`src/rtl/tdm_demux4_pkg.sv`:
```
// Shared definitions for the 4-slot TDM demultiplexer.
package tdm_demux4_pkg;

   localparam int unsigned NSLOT  = 4;
   localparam int unsigned SLOT_W = 2;
   localparam int unsigned ERR_W  = 8;

   typedef enum logic {
      ST_HUNT = 1'b0,
      ST_LOCK = 1'b1
   } state_e;

endpackage

```
`src/rtl/tdm_slot_decode.sv`:
```
// One-hot decode of a slot index, gated by accept. Drives both the slot
// strobe and the staging register write enables.
module tdm_slot_decode
   import tdm_demux4_pkg::*;
(
   input  logic [SLOT_W-1:0] slot,
   input  logic              accept,
   output logic [NSLOT-1:0]  onehot
);

   // Single bit set for the accepted slot, none otherwise.
   always_comb begin
      onehot = '0;
      if (accept) onehot[slot] = 1'b1;
   end

endmodule

```
`src/rtl/tdm_demux4.sv`:
```
// Receive side of a 4-slot TDM link: finds frame alignment from the sync
// marker, stages slots 0..2 and publishes a whole frame when slot 3 lands.
// Optional error counter enabled by defining TDM_ERR_CNT_EN.
module tdm_demux4
   import tdm_demux4_pkg::*;
#(
   parameter int unsigned WIDTH = 8
) (
   input  logic                   clk,
   input  logic                   rst,
   input  logic                   in_valid,
   input  logic                   in_sync,
   input  logic [WIDTH-1:0]       in_data,
   output logic [WIDTH-1:0]       slot_data,
   output logic [NSLOT-1:0]       slot_valid,
   output logic [NSLOT*WIDTH-1:0] frame_data,
   output logic                   frame_valid,
   output logic                   locked,
   output logic [SLOT_W-1:0]      cur_slot,
   output logic                   sync_err,
   output logic [ERR_W-1:0]       err_cnt
);

   state_e                 state_q, state_d;
   logic [SLOT_W-1:0]      cur_slot_q, cur_slot_d;
   logic [WIDTH-1:0]       stage_q [NSLOT-1];
   logic [WIDTH-1:0]       stage_d [NSLOT-1];
   logic [WIDTH-1:0]       slot_data_q, slot_data_d;
   logic [NSLOT-1:0]       slot_valid_q;
   logic [NSLOT*WIDTH-1:0] frame_data_q, frame_data_d;
   logic                   frame_valid_q, frame_valid_d;
   logic                   sync_err_q, sync_err_d;

   logic                   accept;
   logic [SLOT_W-1:0]      cap_slot;
   logic [NSLOT-1:0]       slot_we;

   // Alignment FSM: decides whether and where a beat is captured.
   always_comb begin
      state_d       = state_q;
      cur_slot_d    = cur_slot_q;
      frame_data_d  = frame_data_q;
      frame_valid_d = 1'b0;
      sync_err_d    = 1'b0;
      accept        = 1'b0;
      // A sync beat always restarts the frame at slot 0.
      cap_slot      = in_sync ? '0 : cur_slot_q;
      if (in_valid) begin
         if (state_q == ST_HUNT) begin
            if (in_sync) begin
               accept     = 1'b1;
               cur_slot_d = SLOT_W'(1);
               state_d    = ST_LOCK;
            end
         end else if (in_sync) begin
            // Early sync drops the partial frame but stays locked.
            accept     = 1'b1;
            cur_slot_d = SLOT_W'(1);
            sync_err_d = (cur_slot_q != '0);
         end else if (cur_slot_q == '0) begin
            sync_err_d = 1'b1;
            cur_slot_d = '0;
            state_d    = ST_HUNT;
         end else begin
            accept     = 1'b1;
            cur_slot_d = cur_slot_q + SLOT_W'(1);
            if (cur_slot_q == SLOT_W'(NSLOT - 1)) begin
               frame_valid_d = 1'b1;
               frame_data_d  = {in_data, stage_q[2], stage_q[1], stage_q[0]};
            end
         end
      end
   end

   tdm_slot_decode u_slot_decode (
      .slot   (cap_slot),
      .accept (accept),
      .onehot (slot_we)
   );

   // Data path: staging writes and last-beat payload.
   always_comb begin
      stage_d     = stage_q;
      slot_data_d = slot_data_q;
      if (accept) slot_data_d = in_data;
      for (int s = 0; s < NSLOT - 1; s++) begin
         if (slot_we[s]) stage_d[s] = in_data;
      end
   end

   // State and output registers.
   always_ff @(posedge clk or posedge rst) begin
      if (rst) begin
         state_q       <= ST_HUNT;
         cur_slot_q    <= '0;
         slot_data_q   <= '0;
         slot_valid_q  <= '0;
         frame_data_q  <= '0;
         frame_valid_q <= 1'b0;
         sync_err_q    <= 1'b0;
         for (int s = 0; s < NSLOT - 1; s++) stage_q[s] <= '0;
      end else begin
         state_q       <= state_d;
         cur_slot_q    <= cur_slot_d;
         slot_data_q   <= slot_data_d;
         slot_valid_q  <= slot_we;
         frame_data_q  <= frame_data_d;
         frame_valid_q <= frame_valid_d;
         sync_err_q    <= sync_err_d;
         stage_q       <= stage_d;
      end
   end

`ifdef TDM_ERR_CNT_EN
   logic [ERR_W-1:0] err_cnt_q, err_cnt_d;

   // Saturating count, bumped in step with the sync_err pulse.
   always_comb begin
      err_cnt_d = err_cnt_q;
      if (sync_err_d && (err_cnt_q != '1)) err_cnt_d = err_cnt_q + ERR_W'(1);
   end

   // Error counter register.
   always_ff @(posedge clk or posedge rst) begin
      if (rst) err_cnt_q <= '0;
      else     err_cnt_q <= err_cnt_d;
   end

   assign err_cnt = err_cnt_q;
`else
   assign err_cnt = '0;
`endif

   assign slot_data   = slot_data_q;
   assign slot_valid  = slot_valid_q;
   assign frame_data  = frame_data_q;
   assign frame_valid = frame_valid_q;
   assign locked      = (state_q == ST_LOCK);
   assign cur_slot    = cur_slot_q;
   assign sync_err    = sync_err_q;

endmodule

```
`config.mk`:
```
export PLATFORM = sky130hd
export DESIGN_NAME = tdm_demux4
export DESIGN_NICKNAME = d
export VERILOG_FILES = /design/src/rtl/tdm_demux4_pkg.sv /design/src/rtl/tdm_slot_decode.sv /design/src/rtl/tdm_demux4.sv
export SDC_FILE = /design/constraint.sdc
export NUM_CORES = 1
export LEC_CHECK = 0
export ABC_AREA = 1
export BUFFER_PORTS_ARGS = -buffer_cell sky130_fd_sc_hd__buf_2
export CAP_MARGIN = 20
export CORE_MARGIN = 3
export CORE_UTILIZATION = 40
export CTS_CLUSTER_SIZE = 28
export DETAILED_ROUTE_END_ITERATION = 16
export GPL_TIMING_DRIVEN = 0
export PLACE_DENSITY = 0.69
export SYNTH_ARGS = -nofsm -noshare
export SYNTH_HDL_FRONTEND = slang
export SYNTH_SLANG_ARGS = --single-unit
```
`constraint.sdc`:
```
create_clock -name clk -period 3.4 [get_ports clk]
set_input_delay 0.85 -clock clk [delete_from_list [all_inputs] [get_ports clk]]
set_output_delay 0.85 -clock clk [all_outputs]
set_load 0.01 [all_outputs]
```
==> results of run 1 <==
[routing by layer]
layer	share of wire [%]	GRT usage [%]
met2	48	26.81
met1	45	20.94
met5	0	0
met3	5.1	4.955
met4	1.6	5.617
[synthesized netlist by cell type]
| cell type | number |
|---|---|
| inv_1 | 16 |
| o21ai_0 | 10 |
| o21ai_2 | 1 |
| nor3_1 | 1 |
| o21ai_1 | 8 |
| inv_2 | 2 |
| buf_2 | 7 |
| nand2_1 | 118 |
| nor2_4 | 3 |
| ha_1 | 4 |
| nand2_2 | 4 |
| clkbuf_1 | 3 |
| o211ai_1 | 1 |
| nand4_1 | 24 |
| conb_1 | 1 |
| dfrtp_1 | 73 |
| buf_4 | 8 |
| nand3_2 | 3 |
| buf_6 | 4 |
| nand3_1 | 25 |
| nor2_1 | 1 |
[sequential cells by signal, indices dropped and copies added, names as in the netlist]
name,count
frame_data,32
stage_q,24
slot_data,8
slot_valid,4
cur_slot,2
frame_valid,1
locked,1
sync_err,1
[power groups by stage]
stage | logic, mW | registers (mW) | clock network (mW)
floorplan | 0.377 | 1.44 | 0
global placement | 0.755 | 1.36 | 0
detailed placement | 0.772 | 1.37 | 0
CTS | 0.775 | 1.36 | 0.683
global route | 0.866 | 1.39 | 0.732
finish | 0.762 | 1.36 | 0.677
[path summary, 6_finish.rpt]
check,start,endpoint,slack (ns)
hold reg to reg,frame_data[2],frame_data[2],0.47
max in group asynchronous,rst,slot_valid[2],2.14
min in group asynchronous,rst,frame_data[22],0.70
hold / removal,frame_data[2],frame_data[2],0.47
setup / recovery,cur_slot[0],stage_q[13],1.41
setup reg to reg,cur_slot[0],stage_q[13],1.41
[layout make-up]
class                      instances  area (um^2)
buffer                            22        151.4
clock buffer                      12        155.1
clock inverter                     3        40.04
fill                             732         3622
inverter                          18        70.07
multi-input combinational        211         1002
sequential                        73         1827
tap                               99        123.9
timing repair buffer              60        300.3
[kinds of logic (layout without fill, tap and decap cells)]
group	count (synthesis)	in the layout	synth area share, %
adder cells (fa/ha/maj)	4	4	1.656
buffers and inverters	40	115	7.246
flip-flops	73	73	60.46
AO/OA/AOI/OAI	20	20	3.520
other	1	8	0.1241
AND/OR/NAND/NOR	179	179	27.00
[per-stage QoR]
step	std cells	TNS [ns]	utilization (%)	worst slack, ns	hold slack, ns
floorplan	324	0	-	0.6967	0.4425
global placement	483	-8.202	47.62	-0.1157	0.4500
detailed placement	483	0	47.65	1.315	0.4546
CTS	498	0	50.33	1.423	0.4721
global route	498	0	50.33	1.208	0.4829
finish	498	0	50.33	1.411	0.4679
[worst min-delay path, delay by kind of cell (launching register included)]
family | cells | cell delay, ns
and+or+nand+nor | 2 | 0.09
DFF | 1 | 0.34
[layout by cell type, fill, tap and decap left out, types with 2 or more instances in the layout]
master      n
conb_1      8
buf_2      67
nand3_1    25
nor2_4      3
o21ai_0    10
inv_2       2
buf_6       4
nand2_2     4
clkinv_2    2
ha_1        4
nand4_1    24
dfrtp_1    73
clkbuf_8   11
buf_4       8
clkbuf_1    4
nand2_1   118
nand3_2     3
inv_1      15
o21ai_1     8
==> out/results.tsv, run 1 <==
metric	value	unit
Die Y	92.92	um
maxcap violations	0	
routed vias/inst	4.817	
ranking of synthesized cells by area	dfrtp_1, nand2_1, nand4_1	
DR WL/cell	13.70	um
Comb power frac	27.2	%
NumNets Final	411	
Post-CTS Setup Inserts	0	
initial antenna violation count	0	
placed inst area	0.003475	mm^2
H-tree depth	3	
pin count of the biggest net entering global routing	74	
sequential share of power	48.6	%
pwr dens	762.0	mW/mm^2
P_leak	2.092	nW
Slew Limit Fails	0	
clock-pin slew on the worst setup and hold paths	0.07	ns
CTS tree	done	
Yosys top cell area share	60.46	%
Hold/Removal Path Class	reg2reg	
crit-path max FO	10	
Clock power frac	24.2	%
crit start category	flip-flop	
Ports	69	
Root Buffer	clkbuf_8	
Die X	92.92	um
minimum clock period	1.989	ns
hold_buf cts	0	
FMAX	502.9	MHz
Synth Warn #	0	
vias in the first global route	2279	
CTS max path bufs	2	
Critical Path Slowest Stage Cell	dfrtp_1	
CP Class	reg2reg	
R2R depth	7	
RSZ-0062 raised after global routing	false	
cells after synthesis	317	
Final Cycle Share	58.49	%
post-synth top area cell	dfrtp_1	
TritonRoute pass-1 iters	4	
I/O Buffers	60	
GPL Wtd Cong	0.7617	
Net Sw Power	940.6	uW
register area share after synthesis	60.46	%
Final ANT Viol Nets	0	
Sw Ratio	33.63	%
Initial Utilization	41.44	%
final setup fails	0	
outcome	finished clean	
Peak VDD IR	0.0002535	V
latest clock arrival within the worst-skew pair	0.34	ns
buffers and inverters on the worst path	2	
row cnt	31	
Synth Register Bits	73	
critical path, cell by cell	inv_1 -> ha_1 -> ha_1 -> nand2_2 -> clkbuf_1 -> nand4_1 -> nand2_1	
Core Area	0.007292	mm^2
Data required, critical path	3.68	ns
WP depth	7	
WL final	6825	um
Total GRT Usage	16.49	%
Sink Count	73	
internal power	1.856	mW
final instance area	0.003670	mm^2
number of diodes	0	
final hold violation count	0	
hpwl dp	4823	um
cts bufs inserted	9	
Setup crit end kind	flip-flop	
# DRC	0	
PnR Total Power	2.796	mW
layout cells sized above 1	26.82	%
CP peak stage delay	0.51	ns
Resize count post-CTS	0	
cell seen most often among critical-path stages	ha_1	
global-route wire length before repair	11070	um
Worst Hold Path Cells	2	
worst path arrival time	2.27	ns
Max Clock Skew	0.006701	ns
delay-heaviest family, CP	flip-flops	
Max-slew headroom	41.33	%
Area Growth Syn to Fin	21.45	%
Syn Area/Cell	9.532	um^2
GR Overflow Total	0	
worst-margin pin slew	0.8801	ns
via count	2399	
DR iter-0 viols	160	
die area	0.008633	mm^2
Post-Synthesis Cell Area	0.003022	mm^2
Yosys cell types	21	
Power figures use the tool's default switching activity.
==> inputs of run 2 (changes only) <==
PLACE_DENSITY = 0.71   (was 0.69)
clock period = 1.7 ns   (was 3.4 ns; I/O delays follow)
==> run 2 against run 1 <==
Cell area grew 2.7%. Core utilization grew 1.4 points. Largest cell class unchanged. Via count is essentially flat. Highest routed layer unchanged. Critical path type unchanged. Sequential share of layout area shrank 1.2 points. Critical endpoint is now slot_data[3].
==> out/results.tsv, run 2 (synthesis gave the netlist of run 1 again) <==
metric	value	unit
outcome	finished clean	
Max-slew headroom	53.91	%
Initial Utilization	41.44	%
row cnt	31	
crit-path max FO	10	
Setup crit end kind	flip-flop	
Area Growth Syn to Fin	24.72	%
Die Y	92.92	um
worst slack, placed	-0.2239	ns
Die X	92.92	um
pwr dens	1533	mW/mm^2
worst-margin pin slew	0.6899	ns
maxcap violations	0	
CTS tree	done	
minimum clock period	1.589	ns
Total GRT Usage	17.31	%
most frequent cells in the layout	nand2_1, dfrtp_1, buf_2, nand3_1, nand4_1	
RSZ-0062 raised after global routing	false	
H-tree depth	3	
most common cell after layout, fill and taps aside	nand2_1	
DR iter-0 viols	147	
Final Cycle Share	93.45	%
I/O Buffers	60	
Worst R2R Start	cur_slot[0]	
# DRC	0	
WL final	6854	um
cts bufs inserted	9	
Peak VDD IR	0.0003949	V
Ports	69	
number of fillers in the final layout	722	
die area	0.008633	mm^2
via count	2400	
number of diodes	0	
max reg flops	32	
hold_buf cts	0	
CTS max path bufs	2	
R2R depth	7	
Hold/Removal Path Class	in2async	
Sink Count	73	
clock-pin slew on the worst setup and hold paths	0.07	ns
reg2reg end	slot_data[3]	
DR WL/cell	13.60	um
slack of the worst reg-to-reg path	0.11	ns
NumNets Final	416	
Final ANT Viol Nets	0	
GPL Wtd Cong	0.8089	
Root Buffer	clkbuf_8	
Slew Limit Fails	0	
initial antenna violation count	0	
crit start category	flip-flop	
setup_tns	0	ns
CP Class	reg2reg	
Core Area	0.007292	mm^2
routed vias/inst	4.762	
layout cells sized above 1	28.89	%
pin count of the biggest net entering global routing	43	
vias in the first global route	2336	
Max Clock Skew	0.01024	ns
P_leak	2.137	nW
final hold violation count	0	
worst path arrival time	1.81	ns
final setup fails	0	
global-route wire length before repair	11430	um
TritonRoute pass-1 iters	4	
GR Overflow Total	0	
Data required, critical path	1.92	ns
setup ws final	0.1114	ns
latest clock arrival within the worst-skew pair	0.34	ns
hpwl dp	4957	um
FMAX	629.5	MHz
## run 2: cell count changes in the layout (fill, tap and decap cells not counted), moves of 2 or more
cell,delta
clkinv_2,-2
dfrtp_2,+2
buf_4,+4
dfrtp_1,-2
nand2_4,+2
nand2_2,-2
clkbuf_8,+3
## run 2: what timing repair did
item	in CTS	in global routing
gates resized for setup	3	3
endpoints found under the setup margin	52	13
buffers inserted	4	0
## run 2: area by class of cell
type / instances / area (um^2) / share of cell area, %
Multi-Input combinational cell: 211 / 1015 / 26.93
Tap cell: 99 / 123.9 / 3.287
Sequential cell: 73 / 1829 / 48.54
Inverter: 18 / 71.32 / 1.892
Clock inverter: 1 / 30.03 / 0.7968
Buffer: 22 / 152.6 / 4.050
Timing Repair Buffer: 65 / 350.3 / 9.296
Clock buffer: 15 / 196.4 / 5.212
## run 2: worst max path at each step
stage                start            to  slack [ns]  depth (start not counted)
4_1_cts        cur_slot[0]  slot_data[7]        0.05                          7
5_1_grt        cur_slot[0]  slot_data[4]       0.007                          7
3_3_place_gp   cur_slot[0]  slot_data[1]       -0.17                          7
3_5_place_dp   cur_slot[0]  slot_data[7]       -0.22                          7
6_report       cur_slot[0]  slot_data[3]        0.11                          7
2_1_floorplan  cur_slot[0]  slot_data[0]        0.02                          7
## run 2: critical path: stages (launching register included)
cell and delay (ns):
dfrtp_2 0.41, inv_1 0.14, ha_2 0.22, ha_1 0.19, nand2_4 0.11, nand2_4 0.15, buf_6 0.15, o21ai_0 0.08
## run 2: routing by layer
| layer | share of wire, % | up-vias | global-route usage, % |
|---|---|---|---|
| met5 | 0 | - | 0 |
| met1 | 45 | 1150 | 21.97 |
| met4 | 2.1 | 0 | 9.524 |
| li1 | - | 1183 | - |
| met3 | 3.9 | 12 | 4.143 |
| met2 | 49 | 55 | 27.17 |
## run 2: report_power, final
group / switching [mW] / total (mW) / internal, mW
registers: 0.337 / 2.71 / 2.37
logic: 0.962 / 1.60 / 0.639
clock network: 0.592 / 1.47 / 0.880
total: 1.89 / 5.78 / 3.89
## run 2: through the flow
stage	utilization, %	power [mW]	instance area, um^2	cells	hold slack, ns
final	51.68	5.779	3769	504	0.1826
after global routing	51.68	6.219	3769	504	0.2179
after CTS	51.58	5.842	3761	504	0.1901
after detailed placement	47.96	4.310	3497	484	0.4551
after global placement	47.68	4.238	3477	483	0.4499
after floorplan	-	3.643	3053	324	0.4425
==> inputs of run 3 (changes only) <==
PLACE_DENSITY = default   (was 0.71)
PLACE_DENSITY_LB_ADDON = 0.25   (was default)
==> run 3 against run 2 <==
Fmax rose by 1.6%. Count of clock-buffer cells in the layout down 4. Non-clock buffer count is 2 lower. Power down 3.1%. Worst hold slack worse by 0.025 ns. Critical path type unchanged.
==> out/results.tsv, run 3 (synthesis gave the netlist of run 1 again) <==
metric	value	unit
outcome	finished clean	
die area	0.008633	mm^2
final hold violation count	0	
FMAX	639.7	MHz
hpwl dp	4792	um
WL final	6710	um
DR WL/cell	13.37	um
most frequent cells in the layout	nand2_1, dfrtp_1, buf_2, nand3_1, nand4_1	
Max-slew headroom	56.59	%
maxcap violations	0	
Max Clock Skew	0.005112	ns
pwr dens	1504	mW/mm^2
H-tree depth	3	
max reg flops	32	
vias in the first global route	2291	
layout cells sized above 1	28.29	%
Root Buffer	clkbuf_8	
Final ANT Viol Nets	0	
Die Y	92.92	um
GPL Wtd Cong	0.8228	
worst-margin pin slew	0.6498	ns
via count	2357	
Final Cycle Share	91.96	%
number of diodes	0	
Slew Limit Fails	0	
Setup crit end kind	flip-flop	
routed vias/inst	4.695	
RSZ-0062 raised after global routing	true	
TritonRoute pass-1 iters	5	
initial antenna violation count	0	
PnR Total Power	5.598	mW
row cnt	31	
worst slack, placed	-0.1989	ns
Sink Count	73	
CTS tree	done	
Initial Utilization	41.44	%
crit start category	flip-flop	
Total GRT Usage	17.25	%
DR iter-0 viols	209	
GR Overflow Total	0	
Data required, critical path	1.99	ns
hold_buf cts	0	
CTS max path bufs	2	
placed inst area	0.003497	mm^2
pin count of the biggest net entering global routing	45	
final instance area	0.003721	mm^2
worst path arrival time	1.85	ns
Area Growth Syn to Fin	23.15	%
I/O Buffers	60	
P_leak	2.107	nW
cts bufs inserted	9	
CP Class	reg2reg	
Die X	92.92	um
latest clock arrival within the worst-skew pair	0.35	ns
most common cell after layout, fill and taps aside	nand2_1	
# DRC	0	
Peak VDD IR	0.0003976	V
crit-path max FO	10	
Ports	69	
Hold/Removal Path Class	in2async	
setup ws final	0.1368	ns
clock-pin slew on the worst setup and hold paths	0.07	ns
NumNets Final	414	
minimum clock period	1.563	ns
Core Area	0.007292	mm^2
global-route wire length before repair	11480	um
final setup fails	0	
-- run 3: cell count changes in the layout (fill, tap and decap cells not counted) --
| cell | delta |
|---|---|
| buf_4 | -2 |
| clkinv_2 | +2 |
| clkinvlp_4 | +2 |
| ha_1 | +1 |
| ha_2 | -1 |
| clkbuf_8 | -4 |
-- run 3: worst max-delay path, cell delays in order (launching register included) --
cell and delay [ns]:
dfrtp_2 0.37, inv_1 0.08, ha_1 0.23, ha_1 0.22, nand2_4 0.15, buf_2 0.22
nand4_1 0.14, nand2_1 0.10
-- run 3: metal layers --
| metal | GRT usage [%] | vias to the layer above | wire, um |
|---|---|---|---|
| met3 | 4.387 | 9 | 325 |
| met5 | 0 | - | 0 |
| met4 | 6.105 | 0 | 103 |
| li1 | - | 1178 | - |
| met1 | 23.76 | 1110 | 3049 |
| met2 | 26.45 | 60 | 3232 |
-- run 3: area by class of cell --
cell class                 count  area, um^2
timing repair buffer          63       335.3
inverter                      18       71.32
clock inverter                 5       55.05
clock buffer                  11       141.4
tap                           99       123.9
fill                         740        3571
buffer                        22       152.6
sequential                    73        1829
multi-input combinational    211        1012
-- run 3: metrics by stage --
step                      util (%)  instances  hold WS [ns]    TNS, ns
after CTS                    50.96        502        0.1835          0
after global routing         51.03        502        0.2056  -0.002393
after detailed placement     47.96        484        0.4532     -3.779
after global placement       47.68        483        0.4497     -6.000
final                        51.03        502        0.1576          0
after floorplan                  -        324        0.4425          0
-- run 3: repair_timing --
action                                 4_1_cts  5_1_grt
buffers inserted                             2        0
setup endpoints to repair                   39       10
resized for setup                            3        2
endpoints found under the hold margin        0        0
-- run 3: path summary, 6_finish.rpt --
check / startpoint / to / slack, ns / depth (start not counted)
worst max-delay path: cur_slot[0] / stage_q[19] / 0.14 / 7
worst min-delay path: rst / stage_q[7] / 0.16 / 2
worst max register to register: cur_slot[0] / stage_q[19] / 0.14 / 7
worst min register to register: frame_data[6] / frame_data[6] / 0.47 / 2
max in group asynchronous: rst / frame_data[16] / 0.92 / 3
min in group clk: in_valid / locked / 0.29 / 2
-- run 3: report_power, final --
group	leakage, nW	switching, mW	internal (mW)
Clock	0.0953	0.623	0.712
Sequential	0.947	0.334	2.37
Combinational	1.06	0.939	0.622
Total	2.11	1.90	3.70
